## config.mk

```make
export PLATFORM = sky130hd
export DESIGN_NAME = irq_ctrl
export DESIGN_NICKNAME = d
export VERILOG_FILES = /design/src/rtl/irq_ctrl_pkg.sv /design/src/rtl/irq_ctrl_sync.sv /design/src/rtl/irq_ctrl.sv
export SDC_FILE = /design/constraint.sdc
export NUM_CORES = 1
export LEC_CHECK = 0
export ABC_CLOCK_PERIOD_IN_PS = 1900
export CORE_ASPECT_RATIO = 1.25
export CORE_MARGIN = 10
export CORE_UTILIZATION = 49
export DETAILED_ROUTE_END_ITERATION = 6
export GPL_TIMING_DRIVEN = 0
export PLACE_DENSITY = 0.81
export SETUP_SLACK_MARGIN = 0.5
export SLEW_MARGIN = 15
export SYNTH_ARGS = -nofsm -noshare
export SYNTH_HDL_FRONTEND = slang
export SYNTH_SLANG_ARGS = --single-unit
```

## constraint.sdc

```tcl
create_clock -name clk -period 1.9 [get_ports clk]
set_input_delay 0.38 -clock clk [delete_from_list [all_inputs] [get_ports clk]]
set_output_delay 0.38 -clock clk [all_outputs]
set_load 0.05 [all_outputs]
```

## src/rtl/irq_ctrl_pkg.sv

```systemverilog
`default_nettype none
// ============================================================================
//  Module      : irq_ctrl_pkg
//  Description : Shared constants, types and helpers for the external
//                interrupt controller (FSM encodings, line modes, priority).
//  Revision    : 1.0 - initial release
// ============================================================================
package irq_ctrl_pkg;

    // Controller FSM encodings
    localparam logic [1:0] c_ST_IDLE = 2'd0;
    localparam logic [1:0] c_ST_REQ  = 2'd1;
    localparam logic [1:0] c_ST_ACK  = 2'd2;

    // mcause code reported for interrupt line 0 unless overridden
    localparam int unsigned c_CAUSE_BASE_DEFAULT = 16;

    // Line-select width: covers the 16-line maximum
    localparam int c_SEL_W = 4;

    // Per-line latching mode
    typedef enum logic [0:0] {
        LINE_LEVEL = 1'b0,
        LINE_EDGE  = 1'b1
    } line_mode_e;

    // Index of the lowest set bit (highest priority); 0 when none set
    function automatic logic [c_SEL_W-1:0] f_lowest_set(input logic [15:0] i_vec);
        logic [c_SEL_W-1:0] idx;
        idx = '0;
        for (int i = 15; i >= 0; i--) begin
            if (i_vec[i]) begin
                idx = c_SEL_W'(i);
            end
        end
        return idx;
    endfunction

endpackage
`default_nettype wire

```

## src/rtl/irq_ctrl_sync.sv

```systemverilog
`default_nettype none
// ============================================================================
//  Module      : irq_ctrl_sync
//  Description : One interrupt line: multi-flop synchroniser, falling-edge
//                detector and pending bit (edge latched or level following).
//  Revision    : 1.0 - initial release
// ============================================================================
module irq_ctrl_sync
    import irq_ctrl_pkg::*;
#(
    parameter int         SYNC_STAGES = 2,
    parameter line_mode_e MODE        = LINE_EDGE
) (
    input  logic clk,
    input  logic reset_x,
    input  logic i_line_n,
    input  logic i_clr,
    output logic o_pending
);

    logic [SYNC_STAGES-1:0] r_sync;
    logic [SYNC_STAGES-1:0] r_fill;
    logic                   r_last;
    logic                   r_pend;
    logic                   w_synced;
    logic                   w_fall;

    assign w_synced = r_sync[SYNC_STAGES-1];

    // r_fill marks when the last sync stage holds a real sample rather than
    // its reset value, so a line held low through reset is not seen as a fall.
    assign w_fall = r_last & ~w_synced;

    // Synchroniser chain and fill tracker
    always_ff @(posedge clk or negedge reset_x) begin
        if (!reset_x) begin
            r_sync <= '1;
            r_fill <= '0;
        end else begin
            r_sync <= {r_sync[SYNC_STAGES-2:0], i_line_n};
            r_fill <= {r_fill[SYNC_STAGES-2:0], 1'b1};
        end
    end

    // Edge detector history: only a genuine synced high arms the detector
    always_ff @(posedge clk or negedge reset_x) begin
        if (!reset_x) begin
            r_last <= 1'b0;
        end else begin
            r_last <= w_synced & r_fill[SYNC_STAGES-1];
        end
    end

    // Edge-pending bit: a new fall wins over a same-cycle clear
    always_ff @(posedge clk or negedge reset_x) begin
        if (!reset_x) begin
            r_pend <= 1'b0;
        end else if (w_fall) begin
            r_pend <= 1'b1;
        end else if (i_clr) begin
            r_pend <= 1'b0;
        end
    end

    // Level lines simply follow the synchronised (inverted) pin
    assign o_pending = (MODE == LINE_EDGE) ? r_pend : ~w_synced;

endmodule
`default_nettype wire

```

## src/rtl/irq_ctrl.sv

```systemverilog
`default_nettype none
// ============================================================================
//  Module      : irq_ctrl
//  Description : Parametrised external interrupt controller. Synchronises
//                active-low lines, latches/masks pending bits, presents one
//                prioritised request with cause, and pulses IACK_n on take.
//  Revision    : 1.0 - initial release
// ============================================================================
module irq_ctrl
    import irq_ctrl_pkg::*;
#(
    parameter int                NUM_IRQ     = 3,
    parameter int                SYNC_STAGES = 2,
    parameter logic [NUM_IRQ-1:0] EDGE_MASK  = '1,
    parameter int                IACK_CYCLES = 1,
    parameter int unsigned       CAUSE_BASE  = c_CAUSE_BASE_DEFAULT,
    parameter int                CAUSE_W     = 5
) (
    input  logic               clk,
    input  logic               reset_x,
    input  logic [NUM_IRQ-1:0] OINT_n,
    input  logic               mie,
    input  logic [NUM_IRQ-1:0] irq_mask,
    input  logic [NUM_IRQ-1:0] clr_pending,
    input  logic               irq_take,
    output logic               irq_req,
    output logic [CAUSE_W-1:0] irq_cause,
    output logic [NUM_IRQ-1:0] irq_pending,
    output logic               IACK_n
);

    localparam int                  c_CNT_W      = $clog2(IACK_CYCLES + 1);
    localparam logic [c_CNT_W-1:0]  c_CNT_LOAD   = c_CNT_W'(IACK_CYCLES - 1);
    localparam logic [CAUSE_W-1:0]  c_CAUSE_BASE = CAUSE_W'(CAUSE_BASE);

    logic [1:0]         r_state;
    logic [c_SEL_W-1:0] r_sel;
    logic               r_req;
    logic [CAUSE_W-1:0] r_cause;
    logic               r_iack_n;
    logic [c_CNT_W-1:0] r_cnt;

    logic [NUM_IRQ-1:0] w_pending;
    logic [NUM_IRQ-1:0] w_clr;
    logic [NUM_IRQ-1:0] w_elig;
    logic [15:0]        w_elig16;
    logic [c_SEL_W-1:0] w_prio;
    logic               w_any;
    logic               w_take_fire;
    logic               w_withdraw;

    // Per-line synchroniser / pending logic; a take also clears the served line
    generate
        for (genvar i = 0; i < NUM_IRQ; i++) begin : g_line
            assign w_clr[i] = clr_pending[i] |
                              (w_take_fire & (r_sel == c_SEL_W'(i)));

            irq_ctrl_sync #(
                .SYNC_STAGES (SYNC_STAGES),
                .MODE        (EDGE_MASK[i] ? LINE_EDGE : LINE_LEVEL)
            ) u_sync (
                .clk       (clk),
                .reset_x   (reset_x),
                .i_line_n  (OINT_n[i]),
                .i_clr     (w_clr[i]),
                .o_pending (w_pending[i])
            );
        end
    endgenerate

    assign w_elig      = w_pending & irq_mask & {NUM_IRQ{mie}};
    assign w_elig16    = 16'(w_elig);
    assign w_any       = |w_elig;
    assign w_prio      = f_lowest_set(w_elig16);
    assign w_take_fire = (r_state == c_ST_REQ) & irq_take;
    // The frozen selection lost its eligibility (mask, mie or level release)
    assign w_withdraw  = ~w_elig16[r_sel];

    // Request / acknowledge FSM with registered outputs and IACK pulse counter
    always_ff @(posedge clk or negedge reset_x) begin
        if (!reset_x) begin
            r_state  <= c_ST_IDLE;
            r_sel    <= '0;
            r_req    <= 1'b0;
            r_cause  <= '0;
            r_iack_n <= 1'b1;
            r_cnt    <= '0;
        end else begin
            case (r_state)
                c_ST_IDLE: begin
                    if (w_any) begin
                        r_state <= c_ST_REQ;
                        r_sel   <= w_prio;
                        r_req   <= 1'b1;
                        r_cause <= c_CAUSE_BASE + CAUSE_W'(w_prio);
                    end
                end
                c_ST_REQ: begin
                    // Selection is frozen here; take beats withdraw
                    if (irq_take) begin
                        r_state  <= c_ST_ACK;
                        r_req    <= 1'b0;
                        r_iack_n <= 1'b0;
                        r_cnt    <= c_CNT_LOAD;
                    end else if (w_withdraw) begin
                        r_state <= c_ST_IDLE;
                        r_req   <= 1'b0;
                    end
                end
                c_ST_ACK: begin
                    if (r_cnt == '0) begin
                        r_state  <= c_ST_IDLE;
                        r_iack_n <= 1'b1;
                    end else begin
                        r_cnt <= r_cnt - c_CNT_W'(1);
                    end
                end
                default: begin
                    r_state  <= c_ST_IDLE;
                    r_req    <= 1'b0;
                    r_iack_n <= 1'b1;
                end
            endcase
        end
    end

    assign irq_req     = r_req;
    assign irq_cause   = r_cause;
    assign irq_pending = w_pending;
    assign IACK_n      = r_iack_n;

endmodule
`default_nettype wire
```

==> key figures <==
Drt
  • Routed length per instance: 14.86 µm
  • Post-Route WL: 1679 µm
  • Vias: 586
  • DR pass1 iterations: 5
  • Starting DRT DRC Count: 17
  • DRC: 0
  • Vias per inst: 5.186
  • Routed Antenna Nets: 0

Floorplan
  • Initial Utilization: 52.69%
  • Chip width: 56.89 µm
  • CORE AREA: 0.001582 mm²
  • Row Count: 16
  • Die height: 66.11 µm
  • Die ar.: 0.003760 mm²
  • Top Ports: 23

Synthesis
  • Post-synth top area share: 42.04%
  • Part of the Yosys area used for sequential elements: 64.11%
  • Cell taking the most area after synthesis: dfrtp_1
  • FF+latch count, synth: 21
  • YS warnings: 0
  • Post-synthesis compound-gate area fraction: 9.760%
  • Simple-gate share of the synthesized area: 15.47%
  • Syn avg cell area: 12.44 µm²
  • Mux cell area share after synthesis: 1.201%
  • Post-Synth Adder-Cell Area: 0%
  • Primary FF master, synth: dfrtp_1
  • Syn Std Cell Area: 833.3 µm²
  • Async set or reset register ratio after synthesis: 100.0%
  • Largest family of logic cells by synthesized area: simple AND/OR/NAND/NOR gates
  • Post-synth EDFFs: 0
  • Area share of xor/xnor cells in the synthesized design: 0%
  • Cell variety after synth: 27
  • Cell count after synthesis: 67
  • Area contributors post-synth: dfrtp_1 42%, dfstp_2 22%, buf_4 4.5%, inv_1 4.1%, and4b_1 2.4%

Pwr
  • Pwr dens: 944.3 mW/mm²
  • LEAKAGE: 0.4998 nW
  • Maximum VDD drop: 0.0005718 V

Worst setup path
  • Cell mode on critical path: buf_4
  • Crit path depth: 2
  • Crit path required time: 1520 ps
  • Critical Path AT: 1050 ps
  • R2R cell count: 4
  • Setup CP Type: reg -> out
  • Critical R2R Capture: irq_cause[4]$_DFFE_PN0P_
  • Worst path slowest cell: dfrtp_2
  • Reg2reg start: g_line[0].u_sync.o_pending$_DFFE_PN0P_
  • Worst Path Max Fanout: 4
  • CP endpoint kind: output pin
  • Crit path to: irq_pending[1]
  • Worst path max stage delay: 440 ps
  • Critical Path, Cell by Cell: buf_4 > buf_4
  • Worst Setup SP: g_line[1].u_sync.o_pending$_DFFE_PN0P_
  • Crit start category: register
  • Largest delay share family, worst path: flip-flops
  • Worst R2R Setup Slack: 540 ps
  • Buffers and inverters on the worst path: 2

Clock tree
  • CTS clk-pin slew, worst paths: 100 ps
  • CTS sink cnt: 21
  • Clk root buf: clkbuf_4
  • Clock latency on the worst-skew pair: 290 ps
  • CTS max path bufs: 2
  • # H-tree levels: 1
  • Hold buffer count at cts: 0
  • CTS tree: done
  • CTS Buf Count: 3

GRT
  • Gr ovfl total: 0
  • Largest net degree at the start of global routing: 22
  • Gr usage total: 9.272%
  • Antenna violations before repair: 0
  • Vias in the first global route: 638
  • First-pass GRT wire length: 2801 µm

Timing
  • Fin crit share: 75.12%
  • Min cycle time layout: 1427 ps
  • Worst relative slew slack: 41.60%
  • Final Hold Viols: 0
  • Unrepaired setup endpoints after global routing: true
  • Clock skew: 2.051 ps
  • # setup viols final: 0
  • Maximum clock rate: 700.6 MHz
  • Worst-Margin Slew: 873.3 ps
  • TNS Setup: 0 ps
  • Max Slew Vio Count: 0

Cells and area
  • Inserted Diodes: 0
  • Area grow syn2layout: 32.88%
  • Layout cells sized above 1: 33.68%
  • Nets: 109
  • Commonest non-fill, non-tap cells in the layout: 12 x dfrtp_1, 12 x clkdlybuf4s50_1, 11 x buf_4
  • Finished Cell Area: 0.001107 mm²

Placement
  • Post-DP HPWL: 1243 µm
  • Gpl congestion: 0.7597
  • Port Buf Inserts: 20
  • Placement-stage cell area: 0.001060 mm²

Status
  • Status: completed

Worst hold path
  • Min-delay worst type: reg -> reg

Run
  • Max-Cap Viols: 0
synth_stat cells, types with 2 or more instances:
library cell  number
nand2_1            3
o32ai_1            2
conb_1             2
nor3b_1            2
dfrtp_1           14
and4b_1            2
inv_1              9
and2_1             3
nor2_1             2
buf_4              5
dfstp_2            7
stage by stage:
step	utilization (%)	power [mW]	hold WS, ps	setup WS [ps]	instances
after detailed placement	67.01	0.8395	348.8	181.1	106
after global placement	67.01	0.8305	334.2	209.5	106
after CTS	68.28	1.040	364.4	441.0	112
after floorplan	-	0.7227	84.41	519.2	68
final	70.02	1.046	363.0	472.6	113
after global routing	70.02	1.101	371.4	432.9	113
sequential cells by signal (all words and copies together) (netlist names):
name                     cells
irq_req                      1
g_line.u_sync.r_fill         2
g_line.u_sync.o_pending      3
r_state                      2
g_line.u_sync.r_sync         6
IACK_n                       1
g_line.u_sync.r_last         3
irq_cause                    3
worst reg2reg max path, cell delays in order (launching register included):
cell	delay (ps)
dfrtp_1	400
buf_4	150
a222oi_1	380
nor2b_2	110
or2_1	220
worst min-delay path by stage:
stage / startpoint / endpoint / slack [ps] / cells past startpoint
floorplan: reset_x / g_line[0].u_sync.o_pending$_DFFE_PN0P_ / 80 / 0
global route: g_line[0].u_sync.r_sync[0]$_DFF_PN1_ / g_line[0].u_sync.r_sync[1]$_DFF_PN1_ / 370 / 0
finish: g_line[0].u_sync.r_sync[0]$_DFF_PN1_ / g_line[0].u_sync.r_sync[1]$_DFF_PN1_ / 360 / 0
global placement: g_line[1].u_sync.r_fill[0]$_DFF_PN0_ / g_line[0].u_sync.r_fill[1]$_DFF_PN0_ / 330 / 0
CTS: g_line[0].u_sync.r_sync[0]$_DFF_PN1_ / g_line[0].u_sync.r_sync[1]$_DFF_PN1_ / 360 / 0
detailed placement: g_line[0].u_sync.r_sync[0]$_DFF_PN1_ / g_line[0].u_sync.r_sync[1]$_DFF_PN1_ / 350 / 0
metal layers:
layer  track usage, %  vias up  part of all wire, %
met1            9.551      289                   40
met4            5.294        0                  1.5
met5                0        -                    0
li1                 -      276                    -
met2            15.63       17                   53
met3            3.654        4                  5.6
area by class of cell:
type	count	area, µm²
Multi-Input combinational cell	33	237.7
Fill cell	125	474.2
Buffer	5	37.54
Inverter	9	33.78
Sequential cell	21	536.8
Timing Repair Buffer	23	212.7
Clock buffer	4	26.28
Tap cell	18	22.52
timing repair:
action,4_1_cts,5_1_grt
gates resized for setup,47,6
setup buffers,2,1
setup endpoints to repair,8,10
logic make-up (layout without fill, tap and decap cells):
logic type,Yosys count,in the layout
buf+inv,14,41
flops,21,21
simple gates,19,19
mux,1,1
compound gates,10,10
other cells,2,3
report_power, final:
group	internal (mW)	total [mW]	switching, mW	leakage [nW]
registers	0.504	0.545	0.0405	0.246
clock network	0.0817	0.201	0.120	0.0150
logic	0.120	0.300	0.179	0.239
total	0.706	1.05	0.340	0.500
(Power assumes the default switching activity.)
